File: src/rtl/decode_stage.sv
// decode_stage: registered instruction-decode stage.
// Raw instruction words enter over a valid/ready handshake into a 2-entry
// buffer (in_ready is a flop). The head entry is decoded combinationally
// into R/I/J fields, a sign-extended immediate, destination register and
// branch / reg-write flags. Every decoded output is zero when out_valid=0.
// Ports:
//   clk, rst_n             clock, async active-low reset
//   flush                  sync: drop buffered and incoming instructions
//   in_valid/in_ready/instr        upstream handshake + raw word
//   out_valid/out_ready            downstream handshake for the head entry
//   out_type (00 R, 01 I, 10 J), out_op, out_func, out_rs, out_rt,
//   out_dest, out_shamt, out_imm, out_branch, out_reg_write  decoded head
module decode_stage #(
  parameter int OPC_W    = 6,
  parameter int REG_AW   = 5,
  parameter int SHAMT_W  = 5,
  parameter int FUNC_W   = 6,
  parameter int DATA_W   = 32,
  parameter int JUMP_OPC = 1,
  parameter int BEQ_OPC  = 4,
  parameter int BNE_OPC  = 5,
  localparam int INSTR_W = OPC_W + 3*REG_AW + SHAMT_W + FUNC_W,
  localparam int IMM_W   = REG_AW + SHAMT_W + FUNC_W
) (
  input  logic               clk,
  input  logic               rst_n,
  input  logic               flush,
  input  logic               in_valid,
  output logic               in_ready,
  input  logic [INSTR_W-1:0] instr,
  output logic               out_valid,
  input  logic               out_ready,
  output logic [1:0]         out_type,
  output logic [OPC_W-1:0]   out_op,
  output logic [FUNC_W-1:0]  out_func,
  output logic [REG_AW-1:0]  out_rs,
  output logic [REG_AW-1:0]  out_rt,
  output logic [REG_AW-1:0]  out_dest,
  output logic [SHAMT_W-1:0] out_shamt,
  output logic [DATA_W-1:0]  out_imm,
  output logic               out_branch,
  output logic               out_reg_write
);

  localparam logic [1:0] T_R = 2'b00;
  localparam logic [1:0] T_I = 2'b01;
  localparam logic [1:0] T_J = 2'b10;

  logic [1:0][INSTR_W-1:0] mem;
  logic                    head, tail;
  logic [1:0]              count, count_nxt;
  logic                    push, pop;

  assign out_valid = (count != 2'd0);
  assign push      = in_valid && in_ready;
  assign pop       = out_valid && out_ready;

  always_comb begin
    count_nxt = count;
    case ({push, pop})
      2'b10:   count_nxt = count + 2'd1;
      2'b01:   count_nxt = count - 2'd1;
      default: count_nxt = count;
    endcase
  end

  always_ff @(posedge clk or negedge rst_n) begin
    if (!rst_n) begin
      mem      <= '0;
      head     <= 1'b0;
      tail     <= 1'b0;
      count    <= 2'd0;
      in_ready <= 1'b0;
    end else if (flush) begin
      // A pop in this cycle was already consumed downstream; an incoming
      // word is simply not written.
      head     <= 1'b0;
      tail     <= 1'b0;
      count    <= 2'd0;
      in_ready <= 1'b1;
    end else begin
      if (push) begin
        mem[tail] <= instr;
        tail      <= ~tail;
      end
      if (pop) head <= ~head;
      count    <= count_nxt;
      in_ready <= (count_nxt != 2'd2);
    end
  end

  // Head-entry field slicing: op | rs | rt | rd | shamt | func
  logic [INSTR_W-1:0] h;
  logic [OPC_W-1:0]   f_op;
  logic [REG_AW-1:0]  f_rs, f_rt, f_rd;
  logic [SHAMT_W-1:0] f_shamt;
  logic [FUNC_W-1:0]  f_func;
  logic [IMM_W-1:0]   f_imm;
  logic [DATA_W-1:0]  imm_sx;
  logic               is_br;

  assign h       = mem[head];
  assign f_op    = h[INSTR_W-1 -: OPC_W];
  assign f_rs    = h[INSTR_W-OPC_W-1 -: REG_AW];
  assign f_rt    = h[INSTR_W-OPC_W-REG_AW-1 -: REG_AW];
  assign f_rd    = h[INSTR_W-OPC_W-2*REG_AW-1 -: REG_AW];
  assign f_shamt = h[FUNC_W +: SHAMT_W];
  assign f_func  = h[FUNC_W-1:0];
  assign f_imm   = h[IMM_W-1:0];
  assign imm_sx  = DATA_W'($signed(f_imm));
  assign is_br   = (f_op == OPC_W'(BEQ_OPC)) || (f_op == OPC_W'(BNE_OPC));

  always_comb begin
    out_type      = T_R;
    out_op        = '0;
    out_func      = '0;
    out_rs        = '0;
    out_rt        = '0;
    out_dest      = '0;
    out_shamt     = '0;
    out_imm       = '0;
    out_branch    = 1'b0;
    out_reg_write = 1'b0;
    if (out_valid) begin
      out_op = f_op;
      if (f_op == '0) begin
        out_type      = T_R;
        out_rs        = f_rs;
        out_rt        = f_rt;
        out_dest      = f_rd;
        out_shamt     = f_shamt;
        out_func      = f_func;
        out_reg_write = (f_rd != '0);
      end else if (f_op == OPC_W'(JUMP_OPC)) begin
        out_type   = T_J;
        out_imm    = imm_sx;
        out_branch = 1'b1;
      end else begin
        out_type      = T_I;
        out_rs        = f_rs;
        out_rt        = f_rt;
        // branches compare rs/rt and write nothing
        out_dest      = is_br ? '0 : f_rt;
        out_imm       = imm_sx;
        out_branch    = is_br;
        out_reg_write = !is_br && (f_rt != '0);
      end
    end
  end

endmodule

File: config.mk
export PLATFORM = sky130hd
export DESIGN_NAME = decode_stage
export DESIGN_NICKNAME = d
export VERILOG_FILES = /design/src/rtl/decode_stage.sv
export SDC_FILE = /design/constraint.sdc
export NUM_CORES = 1
export LEC_CHECK = 0
export CAP_MARGIN = 25
export CORE_MARGIN = 3
export CORE_UTILIZATION = 51
export DETAILED_ROUTE_END_ITERATION = 10
export PLACE_DENSITY = 0.92
export SLEW_MARGIN = 20
export SYNTH_ARGS = -nofsm -noshare
export SYNTH_HDL_FRONTEND = slang
export SYNTH_SLANG_ARGS = --single-unit
File: constraint.sdc
create_clock -name clk -period 5.8 [get_ports clk]
set_input_delay 0.58 -clock clk [delete_from_list [all_inputs] [get_ports clk]]
set_output_delay 0.58 -clock clk [all_outputs]
set_load 0.005 [all_outputs]
==> results of run 1 <==
==> sequential cells by signal, summed over array words and instances, names as in the netlist <==
| register | flops |
|---|---|
| tail | 1 |
| count | 2 |
| in_ready | 1 |
| mem | 64 |
| head | 1 |
==> cell type report <==
cell class,instances,area [um2]
fillers,436,1817
clock buffers,12,155.1
inverters,2,7.507
flip-flops and latches,69,1728
clock inverters,4,22.52
repair buffers,111,1094
multi-input cells,193,1575
well taps,77,96.34
==> kinds of logic (layout without fill, tap and decap cells) <==
family                   count (synthesis)  count (layout)  synth area share, %
multiplexers                            98              98                30.37
XOR/XNOR                                 4               4               0.9984
adder cells (fa/ha/maj)                  1               1               0.3564
flip-flops                              69              69                49.20
buffers and inverters                   33             129                6.096
AO/OA/AOI/OAI                           16              16                3.601
AND/OR/NAND/NOR                         74              74                9.377
==> power groups by stage <==
stage          sequential [mW]  combinational [mW]  clock (mW)
2_1_floorplan            0.820               0.817           0
3_3_place_gp             0.850                1.30           0
3_5_place_dp             0.869                1.34           0
4_1_cts                  0.860                1.35       0.359
5_1_grt                  0.890                1.46       0.377
6_report                 0.861                1.33       0.353
==> how the worst max path moves through the flow <==
stage	to	slack, ps	depth (start not counted)
floorplan	out_imm[16]	3120	5
global placement	out_dest[4]	2840	5
detailed placement	out_dest[4]	2770	5
CTS	out_dest[4]	2370	5
global route	out_rs[0]	2210	5
finish	out_dest[4]	2390	5
==> per-stage QoR <==
step | utilization (%) | setup WS, ps | hold WS [ps]
floorplan | - | 3125 | 284.4
global placement | 69.29 | 2844 | 471.3
detailed placement | 69.29 | 2769 | 480.2
CTS | 72.03 | 2374 | 456.7
global route | 72.03 | 2214 | 506.2
finish | 72.03 | 2388 | 432.9
==> worst max-delay path: cells and delay by family, from the launching register on <==
kind	cells	cell delay (ps)
AO/OA/AOI/OAI	3	920
AND/OR/NAND/NOR	1	670
buffers and inverters	1	480
flip-flops	1	420
==> layer usage <==
metal | routed length (um) | share of wire (%) | vias up
li1 | - | - | 1200
met1 | 3484 | 43 | 1241
met2 | 3995 | 49 | 99
met3 | 624 | 7.6 | 10
met4 | 91 | 1.1 | 0
met5 | 0 | 0 | -
==> Yosys cell counts, drive strengths merged (2+ instances only) <==
cell type  number
xnor2           2
a21oi           2
mux2i          33
o22ai           4
xor2            2
dfrtp          69
o21ai           3
nor3            7
inv             2
mux2           65
nor4            3
nor2           54
nand2           5
buf            30
==> reports/qor.txt, run 1 <==
Worst reg2reg path depth - 7
Reg-to-reg endpoint - in_ready$_DFF_PN0_
Met3 Use GR - 6.912%
Ranking of synthesized cells by area - dfrtp_1 (49%), mux2_2 (20%), mux2i_1 (9.1%)
# H-tree levels - 3
Initial antenna violation count - 0
I/O Pins - 107
Max incr delay on CP - 670 ps
Worst reg-to-reg setup slack - 2960 ps
Worst Hold Class - in -> async
Core area - 0.006495 mm2
Pwr/cell area - 544.6 mW/mm2
Clock period minus worst slack - 3412 ps
Post-DP HPWL - 5760 um
Clock buffer depth - 2
RSZ-0062 raised after global routing - no
DRC - 0
Post-cts resize count - 0
Startpoint types - register
Worst Path Arrival - 2830 ps
Endpoint type of the worst setup path - output pin
Vias/cell - 5.449
Commonest non-fill, non-tap cell in the layout - clkdlybuf4s50_1
Final net count - 424
LEAKAGE - 1.872 nW
Final ANT Viol Nets - 0
Worst slew margin - 42.45%
Worst path required time - 5220 ps
Maximum vdd drop - 0.2972 mV
Crit Path Class - reg -> out
# clock sinks - 69
Setup violators final - 0
Async set or reset register ratio after synthesis - 100.0%
Total power - 2.548 mW
Setup Buffers After CTS - 0
Ys flop type - dfrtp_1
Seq pwr share - 33.8%
Met2 GRT Util - 37.25%
Fin crit share - 58.83%
Post-Route Skew - 7.295 ps
Synth warn - 0
Top Usage Layer GRT - met2
Commonest non-fill, non-tap cells in the layout - clkdlybuf4s50_1 (105), dfrtp_1 (68), mux2_2 (62)
Finished Layout Cells - 468
Post-synthesis register bit count - 69
Gate power share - 52.4%
Sequential share of the synthesized area - 49.20%
Synth Net Count - 333
Synth unique cells - 35
Max frequency - 0.2930 GHz
Grt total ovfl - 0
Synth Area per Inst - 11.90 um2
Max-cap violation count - 0
Fin. Hold Viols - 0
Critical Path, Cell by Cell - nor2_1, a221o_1, o21a_4, a211oi_1, clkdlybuf4s50_1
Synth Instances - 295
Crit. Startpoint - count[0]$_DFF_PN0_
Outcome - finished clean
Vias in the first global route - 2690
Layout cell share with drive strength beyond 1 - 23.79%
Final slew viol count - 0
GRT Total Usage - 21.93%
Top-area cell type share of the netlist area - 49.20%
Hold_buf cts - 0
Post-synthesis cell area - 0.003510 mm2
Starting Density - 54.04%
Clock Latency Late Sink - 340 ps
Routed wire length per instance - 17.51 um
Psw - 0.8876 mW
Iter 0 DRT Violations - 105
P&R area growth vs syn - 33.30%
Slowest CP cell - nor2_1
Largest net degree at the start of global routing - 70
Row cnt - 29
Clock root cell - clkbuf_8
Via Count - 2550
Design area - 0.004678 mm2
Clock network power share - 13.8%
Reg2reg start - count[0]$_DFF_PN0_
Port buffer count - 106
Die Ht - 88.96 um
Setup TNS - 0 ps
Power Internal - 1.660 mW
Die W - 88.96 um
Crit Path Max Fanout - 17
Drt first pass iters - 5
Gpl congestion - 0.7596
Slew @ Worst Pin - 863.3 ps
Area leader, netlist - dfrtp_1
Total die area - 0.007913 mm2
CTS tree - yes
GR met1 Demand/Resource - 26.71%
First-pass GRT wire length - 13180 um
Inserted Diodes - 0
EDFF count, synth - 0
Placed insts - 452
CTS Buf Count - 9
Clock transition at path regs - 70 ps
Switching share of power - 34.83%
Area after DPL - 0.004501 mm2
Post-Route WL - 8195 um
(Power assumes the default switching activity.)
==> run 2: changes to the inputs <==
--- a/config.mk
+++ b/config.mk
@@ -7,9 +7,9 @@
 export LEC_CHECK = 0
 export CAP_MARGIN = 25
 export CORE_MARGIN = 3
-export CORE_UTILIZATION = 51
+export CORE_UTILIZATION = 47
 export DETAILED_ROUTE_END_ITERATION = 10
-export PLACE_DENSITY = 0.92
+export PLACE_DENSITY = 0.86
 export SLEW_MARGIN = 20
 export SYNTH_ARGS = -nofsm -noshare
 export SYNTH_HDL_FRONTEND = slang
==> constraint.sdc (replaced) <==
create_clock -name clk -period 3.32 [get_ports clk]
set_input_delay 0.332 -clock clk [delete_from_list [all_inputs] [get_ports clk]]
set_output_delay 0.332 -clock clk [all_outputs]
set_load 0.005 [all_outputs]
==> run 2 against run 1 <==
Non-clock buffer count up 3. Routed wire length rose by 1.5%. Die area grew 7.9%. Critical path depth did not move. Clock skew down 0.71 ps. Highest routed layer unchanged. Largest power group unchanged. Register-to-register slack worse by 1800 ps.
==> reports/qor.txt, run 2 (synthesized netlist as in run 1, its figures left out) <==
Endpoint type of the worst setup path - output pin
Via Count - 2583 (+1.3%)
Inserted Diodes - 0 (unchanged)
Worst reg2reg path depth - 8 (+1)
Initial antenna violation count - 0 (unchanged)
Crit Path Class - reg -> out
Max-cap violation count - 0 (unchanged)
Drt first pass iters - 4 (-1)
Row cnt - 30 (+3.4%)
# H-tree levels - 3 (unchanged)
Core area - 0.007019 mm2 (+8.1%)
Reg2reg start - count[0]$_DFF_PN0_
Routed wire length per instance - 17.00 um (-2.9%)
Crit. Startpoint - head$_DFFE_PN0P_
P&R area growth vs syn - 35.97%
Total die area - 0.008541 mm2 (+7.9%)
Slew @ Worst Pin - 727.8 ps (-135.6 ps)
Last element of the critical path - out_rs[3]
Hold_buf cts - 0 (unchanged)
Fillers - 551 (+26%)
Starting Density - 50.00% (-4.0 points)
Clock transition at path regs - 70 ps (about the same)
Setup TNS - 0 ps (unchanged)
Setup violators final - 0 (unchanged)
I/O Pins - 107 (unchanged)
Gpl congestion - 0.7754 (+2.1%)
Fin. Hold Viols - 0 (unchanged)
Vias in the first global route - 2734 (+1.6%)
Total power - 4.597 mW (+80%)
Worst path required time - 2990 ps (-2230 ps)
DRC - 0 (unchanged)
Worst reg-to-reg setup slack - 1150 ps (-1810 ps)
CTS Buf Count - 9 (unchanged)
Top reg by flops - mem
Outcome - finished clean
Flip-flop and latch area - 0.001728 mm2 (unchanged)
Grt total ovfl - 0 (unchanged)
Startpoint types - register
Maximum vdd drop - 0.5180 mV (+74%)
Crit Path Max Fanout - 21 (+4)
Post-DP HPWL - 6124 um (+6.3%)
Max reg flops - 64 (unchanged)
# clock sinks - 69 (unchanged)
LEAKAGE - 1.898 nW (+1.4%)
Clock buffer depth - 2 (unchanged)
Post-Route WL - 8315 um (+1.5%)
GRT Total Usage - 19.70% (-2.2 points)
Area of the multi-input gates - 0.001575 mm2 (unchanged)
CTS tree - yes
Fin crit share - 92.58%
Clock period minus worst slack - 3074 ps
RSZ-0062 raised after global routing - no
Top Registers - mem x64, count x2
Largest net degree at the start of global routing - 39 (-44%)
Vias/cell - 5.282 (-3.1%)
Setup Buffers After CTS - 0 (unchanged)
Post-place setup slack - 650.3 ps (-2119 ps)
Setup WS post-layout - 246.2 ps (-2141 ps)
First-pass GRT wire length - 13120 um (-0.42%)
Final slew viol count - 0 (unchanged)
Worst slew margin - 51.33% (+8.9 points)
Post-cts resize count - 0 (unchanged)
Die Ht - 92.42 um (+3.9%)
Final ANT Viol Nets - 0 (unchanged)
Post-Route Skew - 6.585 ps (-0.7102 ps)
Max frequency - 0.3253 GHz
Worst Path Arrival - 2740 ps (-90 ps)
Port buffer count - 106 (unchanged)
Die W - 92.42 um (+3.9%)
Layout cell share with drive strength beyond 1 - 24.43% (+0.64 points)
Commonest non-fill, non-tap cells in the layout - clkdlybuf4s50_1 (105), dfrtp_1 (68), mux2_2 (62)
Pwr/cell area - 963.3 mW/mm2 (+77%)
Iter 0 DRT Violations - 121 (+15%)
Final core utilization - 67.99% (-4.0 points)
Commonest non-fill, non-tap cell in the layout - clkdlybuf4s50_1
Final net count - 427 (+0.71%)
Worst Hold Class - in -> async
Clock Latency Late Sink - 340 ps (about the same)
Clock root cell - clkbuf_8
Reg-to-reg endpoint - in_ready$_DFF_PN0_
[run 2: cell types whose count changed in the layout (fill, tap and decap cells not counted)]
cell,delta
buf_4,+2
bufinv_16,+2
clkbuf_8,-2
clkinv_2,-2
buf_12,+1
clkbuf_1,-1
clkinv_4,+1
clkinvlp_4,+1
[run 2: through the flow]
step	hold WS [ps]	cell area [um2]	cells
finish	24.77	4772	489
global route	69.38	4772	489
floorplan	36.41	3510	295
CTS	28.57	4772	489
global placement	401.3	4559	474
detailed placement	412.6	4559	474
[run 2: layout make-up]
class / instances / area share, %
Sequential cell: 69 / 36.21
Multi-Input combinational cell: 193 / 33.01
Timing Repair Buffer: 114 / 23.65
Clock buffer: 9 / 2.596
Tap cell: 96 / 2.517
Clock inverter: 6 / 1.862
Inverter: 2 / 0.1573
[run 2: layer usage]
metal  up-vias  routed length [um]  GRT usage [%]
li1       1192                   -              -
met1      1266                3368          22.89
met2       109                4093          33.60
met3        16                 701          5.849
met4         0                 152          8.663
met5         -                   0              0
[run 2: critical path: stages (launching register included)]
cell and delay [ps]:
dfrtp_2 520, buf_4 380, mux2i_2 450, o21ai_2 270, nor2_1 210, clkdlybuf4s50_1 550
[run 2: how the worst min path moves through the flow]
| stage | from | slack, ps | end | cells after the start |
|---|---|---|---|---|
| 6_report | rst_n | 20 | mem[23]$_DFFE_PN0P_ | 1 |
| 5_1_grt | rst_n | 70 | mem[25]$_DFFE_PN0P_ | 1 |
| 4_1_cts | rst_n | 30 | mem[25]$_DFFE_PN0P_ | 1 |
| 3_5_place_dp | rst_n | 410 | mem[25]$_DFFE_PN0P_ | 1 |
| 3_3_place_gp | rst_n | 400 | mem[25]$_DFFE_PN0P_ | 1 |
| 2_1_floorplan | rst_n | 40 | count[0]$_DFF_PN0_ | 0 |
[run 2: power breakdown]
part           switching, mW  internal (mW)
Combinational          0.966           1.37
Clock                  0.321          0.418
Sequential             0.280           1.24
Total                   1.57           3.03
